<file path="src/rtl/game_control_fsm.sv">
// game_control_fsm
// Per-frame phase sequencer for the player-character datapath. Steps the
// character block through init / idle / register / settle / apply / draw,
// owns the frame-rate tick, and arbitrates the single VGA write port
// between the map renderer and the sprite drawer.
//
// Build option: define GC_DRAW_TIMEOUT_EN to bound each draw phase to
// DRAW_TIMEOUT cycles and report a sticky timeout_err_o. Without it the
// draw phases wait for their done inputs indefinitely.
//
// state       | meaning
// S_WAIT      | game not started; waits for start_i
// S_INIT      | one-cycle init strobe to the character block
// S_IDLE      | frame drawn; waiting for the next frame tick
// S_REG       | latch the requested action/direction
// S_CHECK     | collision detector settles on the latched direction
// S_APPLY     | commit the action
// S_DRAW_MAP  | map renderer owns the VGA port
// S_DRAW_LINK | sprite drawer owns the VGA port

module game_control_fsm #(
    parameter int unsigned FRAME_TICKS  = 833334,
    parameter int unsigned TICK_W       = 20,
    parameter int unsigned DRAW_TIMEOUT = 4096
) (
    input  logic       clk_i,
    input  logic       rst_i,
    input  logic       start_i,
    input  logic       map_draw_done_i,
    input  logic       link_draw_done_i,
    output logic       init_o,
    output logic       idle_o,
    output logic       reg_action_o,
    output logic       apply_action_o,
    output logic       draw_map_o,
    output logic       draw_link_o,
    output logic       vga_sel_o,
    output logic [7:0] frame_count_o,
    output logic       frame_overrun_o,
    output logic       timeout_err_o
);

    typedef enum logic [2:0] {
        S_WAIT      = 3'd0,
        S_INIT      = 3'd1,
        S_IDLE      = 3'd2,
        S_REG       = 3'd3,
        S_CHECK     = 3'd4,
        S_APPLY     = 3'd5,
        S_DRAW_MAP  = 3'd6,
        S_DRAW_LINK = 3'd7
    } state_t;

    state_t            state_q, state_d;
    logic              entry_q;

    logic [TICK_W-1:0] tick_cnt_q, tick_cnt_d;
    logic              tick_wrap;
    logic              pending_q, pending_d;
    logic              overrun_q, overrun_d;
    logic [7:0]        frame_cnt_q, frame_cnt_d;

    logic              in_map, in_link;
    logic              map_done_qual, link_done_qual;
    logic              map_timeout, link_timeout;
    logic              map_exit, link_exit;
    logic              tick_take;

    assign in_map  = (state_q == S_DRAW_MAP);
    assign in_link = (state_q == S_DRAW_LINK);

    // entry_q marks the first cycle in a state; a done seen then is the
    // stale level left over from the previous frame and is ignored.
    assign map_done_qual  = in_map  && !entry_q && map_draw_done_i;
    assign link_done_qual = in_link && !entry_q && link_draw_done_i;

    assign map_exit  = map_done_qual  || map_timeout;
    assign link_exit = link_done_qual || link_timeout;

    assign tick_take = (state_q == S_IDLE) && pending_q;
    assign tick_wrap = (tick_cnt_q == TICK_W'(FRAME_TICKS - 1));

`ifdef GC_DRAW_TIMEOUT_EN
    localparam int unsigned TO_W = (DRAW_TIMEOUT > 1) ? $clog2(DRAW_TIMEOUT) : 1;

    logic [TO_W-1:0] phase_cnt_q;
    logic            timeout_q;
    logic            phase_last;

    assign phase_last   = (phase_cnt_q == TO_W'(DRAW_TIMEOUT - 1));
    assign map_timeout  = in_map  && phase_last && !map_done_qual;
    assign link_timeout = in_link && phase_last && !link_done_qual;

    // Per-phase cycle counter restarts on every state change and counts in draw states.
    always_ff @(posedge clk_i or posedge rst_i) begin
        if (rst_i) begin
            phase_cnt_q <= '0;
            timeout_q   <= 1'b0;
        end else begin
            if (state_d != state_q) begin
                phase_cnt_q <= '0;
            end else if (in_map || in_link) begin
                phase_cnt_q <= phase_cnt_q + TO_W'(1);
            end
            if (map_timeout || link_timeout) begin
                timeout_q <= 1'b1;
            end
        end
    end

    assign timeout_err_o = timeout_q;
`else
    assign map_timeout  = 1'b0;
    assign link_timeout = 1'b0;
    // No timeout hardware in this build; DRAW_TIMEOUT is folded into the
    // constant so the parameter list stays identical across both builds.
    assign timeout_err_o = (DRAW_TIMEOUT == 0) && 1'b0;
`endif

    // Phase sequencing; draw states leave only on a qualified done or timeout.
    always_comb begin
        state_d = state_q;
        unique case (state_q)
            S_WAIT:      if (start_i) state_d = S_INIT;
            S_INIT:      state_d = S_DRAW_MAP;
            S_IDLE:      if (pending_q) state_d = S_REG;
            S_REG:       state_d = S_CHECK;
            S_CHECK:     state_d = S_APPLY;
            S_APPLY:     state_d = S_DRAW_MAP;
            S_DRAW_MAP:  if (map_exit) state_d = S_DRAW_LINK;
            S_DRAW_LINK: if (link_exit) state_d = S_IDLE;
            default:     state_d = S_WAIT;
        endcase
    end

    // Frame tick, single-entry pending queue, overrun flag and frame counter.
    always_comb begin
        tick_cnt_d  = tick_wrap ? '0 : tick_cnt_q + TICK_W'(1);
        pending_d   = pending_q;
        overrun_d   = overrun_q;
        frame_cnt_d = frame_cnt_q;
        if (state_q == S_WAIT) begin
            pending_d = 1'b0;
        end else begin
            // A wrap coinciding with S_IDLE->S_REG re-arms pending after the
            // old tick is consumed, so it is not an overrun.
            pending_d = (pending_q && !tick_take) || tick_wrap;
            if (tick_wrap && pending_q && !tick_take) begin
                overrun_d = 1'b1;
            end
        end
        if (in_link && link_exit) begin
            frame_cnt_d = frame_cnt_q + 8'd1;
        end
    end

    // State register and first-cycle marker.
    always_ff @(posedge clk_i or posedge rst_i) begin
        if (rst_i) begin
            state_q <= S_WAIT;
            entry_q <= 1'b0;
        end else begin
            state_q <= state_d;
            entry_q <= (state_d != state_q);
        end
    end

    // Tick, pending, overrun and frame counter registers.
    always_ff @(posedge clk_i or posedge rst_i) begin
        if (rst_i) begin
            tick_cnt_q  <= '0;
            pending_q   <= 1'b0;
            overrun_q   <= 1'b0;
            frame_cnt_q <= 8'd0;
        end else begin
            tick_cnt_q  <= tick_cnt_d;
            pending_q   <= pending_d;
            overrun_q   <= overrun_d;
            frame_cnt_q <= frame_cnt_d;
        end
    end

    // Moore outputs decoded from the registered state only, so reset drops
    // the draw enables and the VGA mux select without waiting for a clock.
    assign init_o          = (state_q == S_INIT);
    assign idle_o          = (state_q == S_IDLE);
    assign reg_action_o    = (state_q == S_REG);
    assign apply_action_o  = (state_q == S_APPLY);
    assign draw_map_o      = in_map;
    assign draw_link_o     = in_link;
    assign vga_sel_o       = in_link;
    assign frame_count_o   = frame_cnt_q;
    assign frame_overrun_o = overrun_q;

endmodule

</file>
<file path="config.mk">
export PLATFORM = sky130hd
export DESIGN_NAME = game_control_fsm
export DESIGN_NICKNAME = d
export VERILOG_FILES = /design/src/rtl/game_control_fsm.sv
export SDC_FILE = /design/constraint.sdc
export NUM_CORES = 1
export LEC_CHECK = 0
export ABC_AREA = 1
export BUFFER_PORTS_ARGS = -buffer_cell sky130_fd_sc_hd__buf_2
export CAP_MARGIN = 20
export CORE_UTILIZATION = 30
export DETAILED_ROUTE_END_ITERATION = 16
export HOLD_SLACK_MARGIN = 0.06
export MAX_ROUTING_LAYER = met4
export SYNTH_ARGS = -nofsm -noshare
export SYNTH_HDL_FRONTEND = slang
export SYNTH_SLANG_ARGS = --single-unit
export TNS_END_PERCENT = 1
</file>
<file path="constraint.sdc">
create_clock -name clk_i -period 1.45 [get_ports clk_i]
set_input_delay 0.29 -clock clk_i [delete_from_list [all_inputs] [get_ports clk_i]]
set_output_delay 0.29 -clock clk_i [all_outputs]
set_load 0.1 [all_outputs]
</file>
# After elaboration in Yosys (flattened, before gate mapping)
# Index checks and enable logic that the tools add are counted.
[totals]
reg_bits = 34
inputBits = 5
out_inout_bits = 17
elab_cells = 40
[classes]
add_sub_neg = 2
n_eq_ne = 9
mux = 7
n_bitwise = 1
reduce_logical = 15
[ops]
columns = ["op", "count"]
rows = [
  ["$pmux 3 s7", 1],
  ["$add 20x1->20 const B", 1],
  ["$eq 20x20->1 const B", 1],
  ["$mux 20", 1],
  ["$eq 3x3->1 const B", 4],
  ["$mux 3", 4],
  ["$logic_and 1x1->1", 9],
  ["$add 8x1->8 const B", 1],
  ["$eq 3x2->1 const B", 2],
  ["$eq 3x1->1 const B", 1],
  ["$logic_not 3->1", 1],
  ["$ne 3x3->1", 1],
  ["$logic_not 1->1", 2],
  ["$reduce_and 2->1", 1],
  ["$reduce_or 2->1", 1],
  ["$logic_or 1x1->1", 1],
  ["$mux 1", 1],
  ["$not 1->1", 1],
]

# Longest topological paths before layout
# Gate-level depths: netlist of run 1.
[logic_depth]
ltp_word = 6
depth_mapped = 8
mapped_depth_nobuf = 8

# Worst setup path before layout of run 1
# Ideal clock, no wire load.
[synth_timing]
path_kind = "reg-to-output"
start = "register state_q[0]"
end = "output port reg_action_o"
arrival_time_ps = 2648
required_time_ps = 1160
slack_ps = -1488
path_stages_with_launch = 3
n_path_buf = 0
cell_sequence = "dfrtp_1 inv_1 nor3_1"
[synth_via]
elab_chain_len = 1
[synth_rtl]
columns = ["item", "line", "source"]
rows = [
  ["start: declaration", "54", "state_t state_q, state_d;"],
  ["start signal: assignment", "163", "state_q <= state_d;"],
  ["$eq 3x2->1", "187", "assign reg_action_o = (state_q == S_REG);"],
  ["end: declaration", "33", "output logic reg_action_o,"],
]
# No other way between the ends.

# Final worst setup path of run 1
# Same ends and word-level chain as after synthesis.

==> results of run 1 <==
through the flow:
stage / TNS (ns) / cell area (um2) / std cells
floorplan: -1.256 / 2017 / 254
global placement: 0 / 2377 / 356
detailed placement: 0 / 2377 / 356
CTS: -0.5376 / 2535 / 370
global route: -1.670 / 2564 / 370
finish: -0.4648 / 2564 / 370
metal layers:
metal / share of wire / GRT usage
met5: 0 / -
met4: 0.013 / 0.05862
met2: 0.47 / 0.2248
met3: 0.055 / 0.03516
met1: 0.46 / 0.1767
registers in the layout, summed over array words and instances (netlist names):
name,flops
entry_q,1
pending_q,1
state_q,3
frame_count_o,8
frame_overrun_o,1
tick_cnt_q,20
power groups by stage:
stage	registers [uW]	clock network (uW)	logic, uW
after global placement	1320	0	2230
after floorplan	1770	0	1280
after CTS	1280	883	2380
final	1290	863	2380
after detailed placement	1320	0	2250
after global routing	1310	926	2500
kinds of logic after synthesis:
logic type / share of synthesized area
compound gates: 0.03275
xor+xnor: 0.05845
fa+ha+maj: 0.01927
buf+inv: 0.08927
flops: 0.4367
other cells: 0.001925
simple gates: 0.3616
final cells by class:
type	count	area [um2]
clock inverters	3	40.04
multi-input cells	178	985.9
well taps	75	93.84
clock buffers	5	68.82
flip-flops and latches	34	864.6
repair buffers	37	365.4
fillers	594	3532
inverters	38	145.1
cell usage after synthesis:
cell,n
a21oi_1,2
xnor2_1,2
nand3_1,15
nand4_1,6
xor2_1,11
nand4_2,1
inv_1,34
conb_1,1
o21ai_1,3
nor2_8,1
or2_2,2
nand2_1,63
o21ai_0,3
buf_4,2
nor2_1,35
nor3_1,8
nand3b_1,2
inv_2,4
o21bai_1,2
buf_6,1
nor2_4,2
a21oi_2,1
nor3_2,1
ha_1,3
nor2_2,12
dfrtp_1,34
buf_2,1
nand3_2,1
nand2_2,1
cells in the final DEF, fill, tap and decap left out, types with 3 or more instances in the layout:
cell      synthesis  final
o21ai_0           3      3
clkbuf_8          0      5
nand4_1           6      6
xor2_1           11     11
o21ai_1           3      3
nand2_2           1      3
nor3_1            8      6
nand3_1          15     14
nor2_2           12     16
nand2_1          63     61
buf_12            0      9
nor2_1           35     29
buf_4             2     14
nor2_4            2      4
inv_2             4      5
dfrtp_1          34     23
dfrtp_2           0     11
inv_1            34     32
buf_2             1     11
how the worst min path moves through the flow:
stage,startpoint,depth (start not counted),endpoint,slack [ns]
finish,start_i,5,state_q[0],0.35
global route,start_i,5,state_q[0],0.37
CTS,start_i,5,state_q[0],0.34
detailed placement,rst_i,2,frame_count_o[7],0.29
global placement,rst_i,2,frame_count_o[7],0.29
floorplan,rst_i,1,entry_q,0.43
worst register-to-register path, delay by kind of cell (launching register included):
family / cells / cell delay (ns)
adder cells (fa/ha/maj): 1 / 0.19
buffers and inverters: 2 / 0.22
flip-flops: 1 / 0.40
AND/OR/NAND/NOR: 5 / 0.48
repair_timing:
item                                   CTS  global route
pin swaps                                1             4
buffers inserted                         5             0
endpoints found under the hold margin    8             0
gates resized for setup                  2            11
setup endpoints to repair                7            27
hold buffers                             1             0
gates cloned                             0             0
==> impl_metrics.csv, run 1 <==
group,metric,value,unit
synthesis,synth_top_area_frac,0.4367,
critical_path,crit_type,"flop to output pin",
floorplanning,die-height,82.59,um
detailed_routing,first_iter_violations,86,
synthesis,yosysTopAreaCell,"dfrtp_1",
critical_path,crit_path_top_delay_cell,"dfrtp_2",
finish,syn_to_final_growth,31.60,%
finish,n_antenna_cell,0,
clock_network,ctsLongestPathBuffers,2,
power_and_ir_drop,power.internal,2288,uW
power_and_ir_drop,p_sw,2240,uW
clock_network,root_buffer,"clkbuf_8",
timing,whs,0.3516,ns
floorplanning,dieWidth,82.59,um
clock_network,cts_buffers,5,
floorplanning,start_util,0.3196,
critical_path,r2r_start,"tick_cnt_q[1]",
critical_path,crit_buf_inv,2,
critical_path,cpPeakStageDelay,0.44,ns
placed_design,numPortBuffers,20,
clock_network,htree_num_levels,2,
detailed_routing,postRouteAntennaNets,0,
global_routing,grt_pass1_vias,1623,
global_routing,antenna_found_initial,0,
detailed_routing,wl_per_cell,11.14,um
power_and_ir_drop,vdd_drop_max,2.016,mV
synthesis,avgSynthCellArea,7.670,um2
timing,finalSetupViolations,7,
power_and_ir_drop,pwr-share-comb,0.525,
synthesis,synth_fp_nets,262,
synthesis,yosys_warnings,0,
detailed_routing,routed_wl,4120,um
timing,fin_skew,0.009245,ns
floorplanning,coreArea,6096,um2
critical_path,crit_arrival,1.25,ns
floorplanning,num_rows,28,
power_and_ir_drop,finalPower,4528,uW
timing,period_needed,1.537,ns
timing,rsz0062_at_grt,"yes",
synthesis,ys_seq_elements,34,
synthesis,syn-cell-area,1948,um2
timing,setup_ws,-0.08734,ns
detailed_routing,firstDrtPassIters,4,
global_routing,grt_max_degree,27,
critical_path,path_max_fanout,5,
critical_path,crit_cells,3,
timing,hold_violations,0,
placed_design,place_hpwl,3103,um
critical_path,start_kind,"flop",
clock_network,worstSkewPairLatency,0.29,ns
detailed_routing,num_vias,1689,
clock_network,clk_pin_slew,0.07,ns
status,violations,"setup timing",
critical_path,path_cells,"inv_4, nor3_4, buf_12",
critical_path,worstSetupEndpointType,"output pin",
critical_path,crit_end,"reg_action_o",
timing,max_freq,650.5,MHz
power_and_ir_drop,power_density,1766,nW/um2
critical_path,ff2ff_setup_slack,0.04,ns
finish,nets,302,
critical_path,required,1.16,ns
floorplanning,dieArea,6820,um2
hold_path,hp-class,"input port to flop",
detailed_routing,avgViaCountPerCell,4.565,
critical_path,reg2reg_depth,8,
power_and_ir_drop,p_clk_frac,0.191,
power_and_ir_drop,p_leak,0.001230,uW
timing,slew_viol_final,0,
global_routing,grtUsageTotal,0.1434,
synthesis,seq_area_frac_synth,0.4367,
critical_path,startpoint,"state_q[0]",
detailed_routing,drc,0,
power_and_ir_drop,seqPwrFrac,0.284,
timing,finalCritPeriodShare,1.060,
job,drv_cap,0,
placed_design,gp_congestion,0.8682,
floorplanning,io_pins,22,
synthesis,ys_top_cells_by_area,"dfrtp_1, nand2_1, nor2_1",
critical_path,r2r-end,"tick_cnt_q[9]",
finish,fin_util,0.4206,
power_and_ir_drop,p_sw_frac,0.4947,
synthesis,netlist_instances,254,
status,status,"finished with violations",
finish,drive_above_1_share,0.3254,
placed_design,pre_cts_slack,0.01479,ns
global_routing,grt_pass1_wl,7203,um
global_routing,gr-total-overflow,0,
clock_network,cts.sinks,34,
clock_network,tritoncts,"yes",
critical_path,crit_family,"flip-flops",
synthesis,ys_types,29,
Note: power is estimated with default switching activity, not from simulation.
==> run 2, diff against run 1 <==
Settings changed: MAX_ROUTING_LAYER met4 to default, SLEW_MARGIN from default to 20.
==> run 2 against run 1 <==
- the run still ends with setup timing left
- combinational power is essentially flat
- register-to-register slack is essentially flat
- sequential share of layout area is the same
- flip-flop and latch count is the same
- critical path depth is the same
- wire length is essentially flat
- setup slack gained 0.0020 ns
- critical path type unchanged
- critical endpoint unchanged
- largest power group unchanged
==> impl_metrics.csv, run 2 (synthesis results as in run 1) <==
group,metric,value,unit
status,status,"finished with violations",
status,violations,"setup timing",
clock_network,cts_buffers,5,
placed_design,place_hpwl,3103,um
detailed_routing,drc,0,
finish,layout_common_cells,"nand2_1, inv_1, nor2_1",
timing,period_needed,1.535,ns
placed_design,gp_congestion,0.8545,
clock_network,htree_num_levels,2,
finish,final_common_cell,"nand2_1",
timing,slew_viol_final,0,
critical_path,ff2ff_setup_slack,0.04,ns
clock_network,tritoncts,"yes",
clock_network,ctsLongestPathBuffers,2,
clock_network,root_buffer,"clkbuf_8",
job,drv_cap,0,
detailed_routing,routed_wl,4123,um
floorplanning,num_rows,28,
global_routing,grt_pass1_wl,7196,um
critical_path,path_max_fanout,5,
power_and_ir_drop,vdd_drop_max,2.016,mV
power_and_ir_drop,seqPwrFrac,0.284,
finish,n_antenna_cell,0,
placed_design,numPortBuffers,20,
power_and_ir_drop,power.internal,2288,uW
power_and_ir_drop,p_sw,2238,uW
finish,largest_reg_flops,20,
global_routing,grtUsageTotal,0.1392,
timing,hold_violations,0,
critical_path,required,1.16,ns
finish,drive_above_1_share,0.3254,
power_and_ir_drop,p_sw_frac,0.4945,
timing,setup_ws,-0.08535,ns
floorplanning,start_util,0.3196,
critical_path,crit_type,"flop to output pin",
clock_network,worstSkewPairLatency,0.29,ns
hold_path,hp-class,"input port to flop",
timing,max_freq,651.3,MHz
power_and_ir_drop,p_leak,0.001230,uW
floorplanning,io_pins,22,
detailed_routing,postRouteAntennaNets,0,
timing,finalSetupViolations,7,
detailed_routing,avgViaCountPerCell,4.605,
floorplanning,dieWidth,82.59,um
global_routing,gr-total-overflow,0,
clock_network,cts.sinks,34,
global_routing,antenna_found_initial,0,
finish,largest_register,"tick_cnt_q",
finish,nets,302,
critical_path,start_kind,"flop",
finish,fin_util,0.4206,
clock_network,clk_pin_slew,0.07,ns
timing,finalCritPeriodShare,1.059,
finish,syn_to_final_growth,31.60,%
power_and_ir_drop,p_clk_frac,0.190,
detailed_routing,first_iter_violations,83,
global_routing,grt_pass1_vias,1630,
critical_path,worstSetupEndpointType,"output pin",
critical_path,crit_arrival,1.25,ns
detailed_routing,num_vias,1704,
timing,whs,0.3536,ns
global_routing,grt_max_degree,27,
placed_design,dp.cells,356,
finish,stdcell_count,370,
critical_path,cpPeakStageDelay,0.44,ns
critical_path,path_cells,"inv_4, nor3_4, buf_12",
detailed_routing,firstDrtPassIters,4,
detailed_routing,wl_per_cell,11.14,um
power_and_ir_drop,power_density,1765,nW/um2
floorplanning,coreArea,6096,um2
timing,fin_skew,0.01008,ns
floorplanning,dieArea,6820,um2
critical_path,crit_path_top_delay_cell,"dfrtp_2",
floorplanning,die-height,82.59,um
power_and_ir_drop,pwr-share-comb,0.525,
timing,rsz0062_at_grt,"yes",
## run 2: layer usage
| metal | vias to the layer above | track usage | part of all wire |
|---|---|---|---|
| li1 | 861 | - | - |
| met1 | 781 | 0.1760 | 0.47 |
| met2 | 55 | 0.2248 | 0.46 |
| met3 | 7 | 0.03516 | 0.056 |
| met4 | 0 | 0.05862 | 0.014 |
| met5 | - | 0 | 0 |
## run 2: worst max-delay path: cells and delay by family (launching register included)
kind	cells	cell delay, ns
buffers and inverters	2	0.27
DFF	1	0.44
and+or+nand+nor	1	0.24
## run 2: area by class of cell
class	instances	area (um2)
inverters	38	145.1
well taps	75	93.84
clock buffers	5	68.82
clock inverters	3	40.04
fillers	594	3532
repair buffers	37	365.4
flip-flops and latches	34	864.6
multi-input cells	178	985.9
## run 2: timing repair
item,in CTS,in global routing
pin swaps,1,4
setup buffers,5,0
hold buffers,1,0
endpoints found under the hold margin,8,0
setup endpoints to repair,7,27
resized for setup,2,11
## run 2: path summary, 6_finish.rpt
kind | from | to | cells past startpoint
setup / recovery | state_q[0] | reg_action_o | 3
hold / removal | start_i | state_q[0] | 5
setup reg to reg | tick_cnt_q[1] | tick_cnt_q[9] | 8
hold reg to reg | frame_overrun_o | frame_overrun_o | 2
max in group asynchronous | rst_i | state_q[0] | 4
min in group asynchronous | rst_i | frame_count_o[7] | 3
## run 2: power groups by stage
stage	clock (uW)	combinational, uW	sequential (uW)
global route	926	2500	1310
global placement	0	2230	1320
detailed placement	0	2250	1320
floorplan	0	1280	1770
CTS	883	2380	1280
finish	861	2380	1290
## run 2: stage by stage
step	setup slack [ns]	power (uW)	setup TNS, ns	instance area, um2
final	-0.08535	4526	-0.4509	2564
after CTS	-0.1022	4538	-0.5376	2535
after global routing	-0.1375	4736	-1.654	2564
after global placement	0.04637	3548	0	2377
after detailed placement	0.01479	3571	0	2377
after floorplan	-0.2044	3048	-1.256	2017
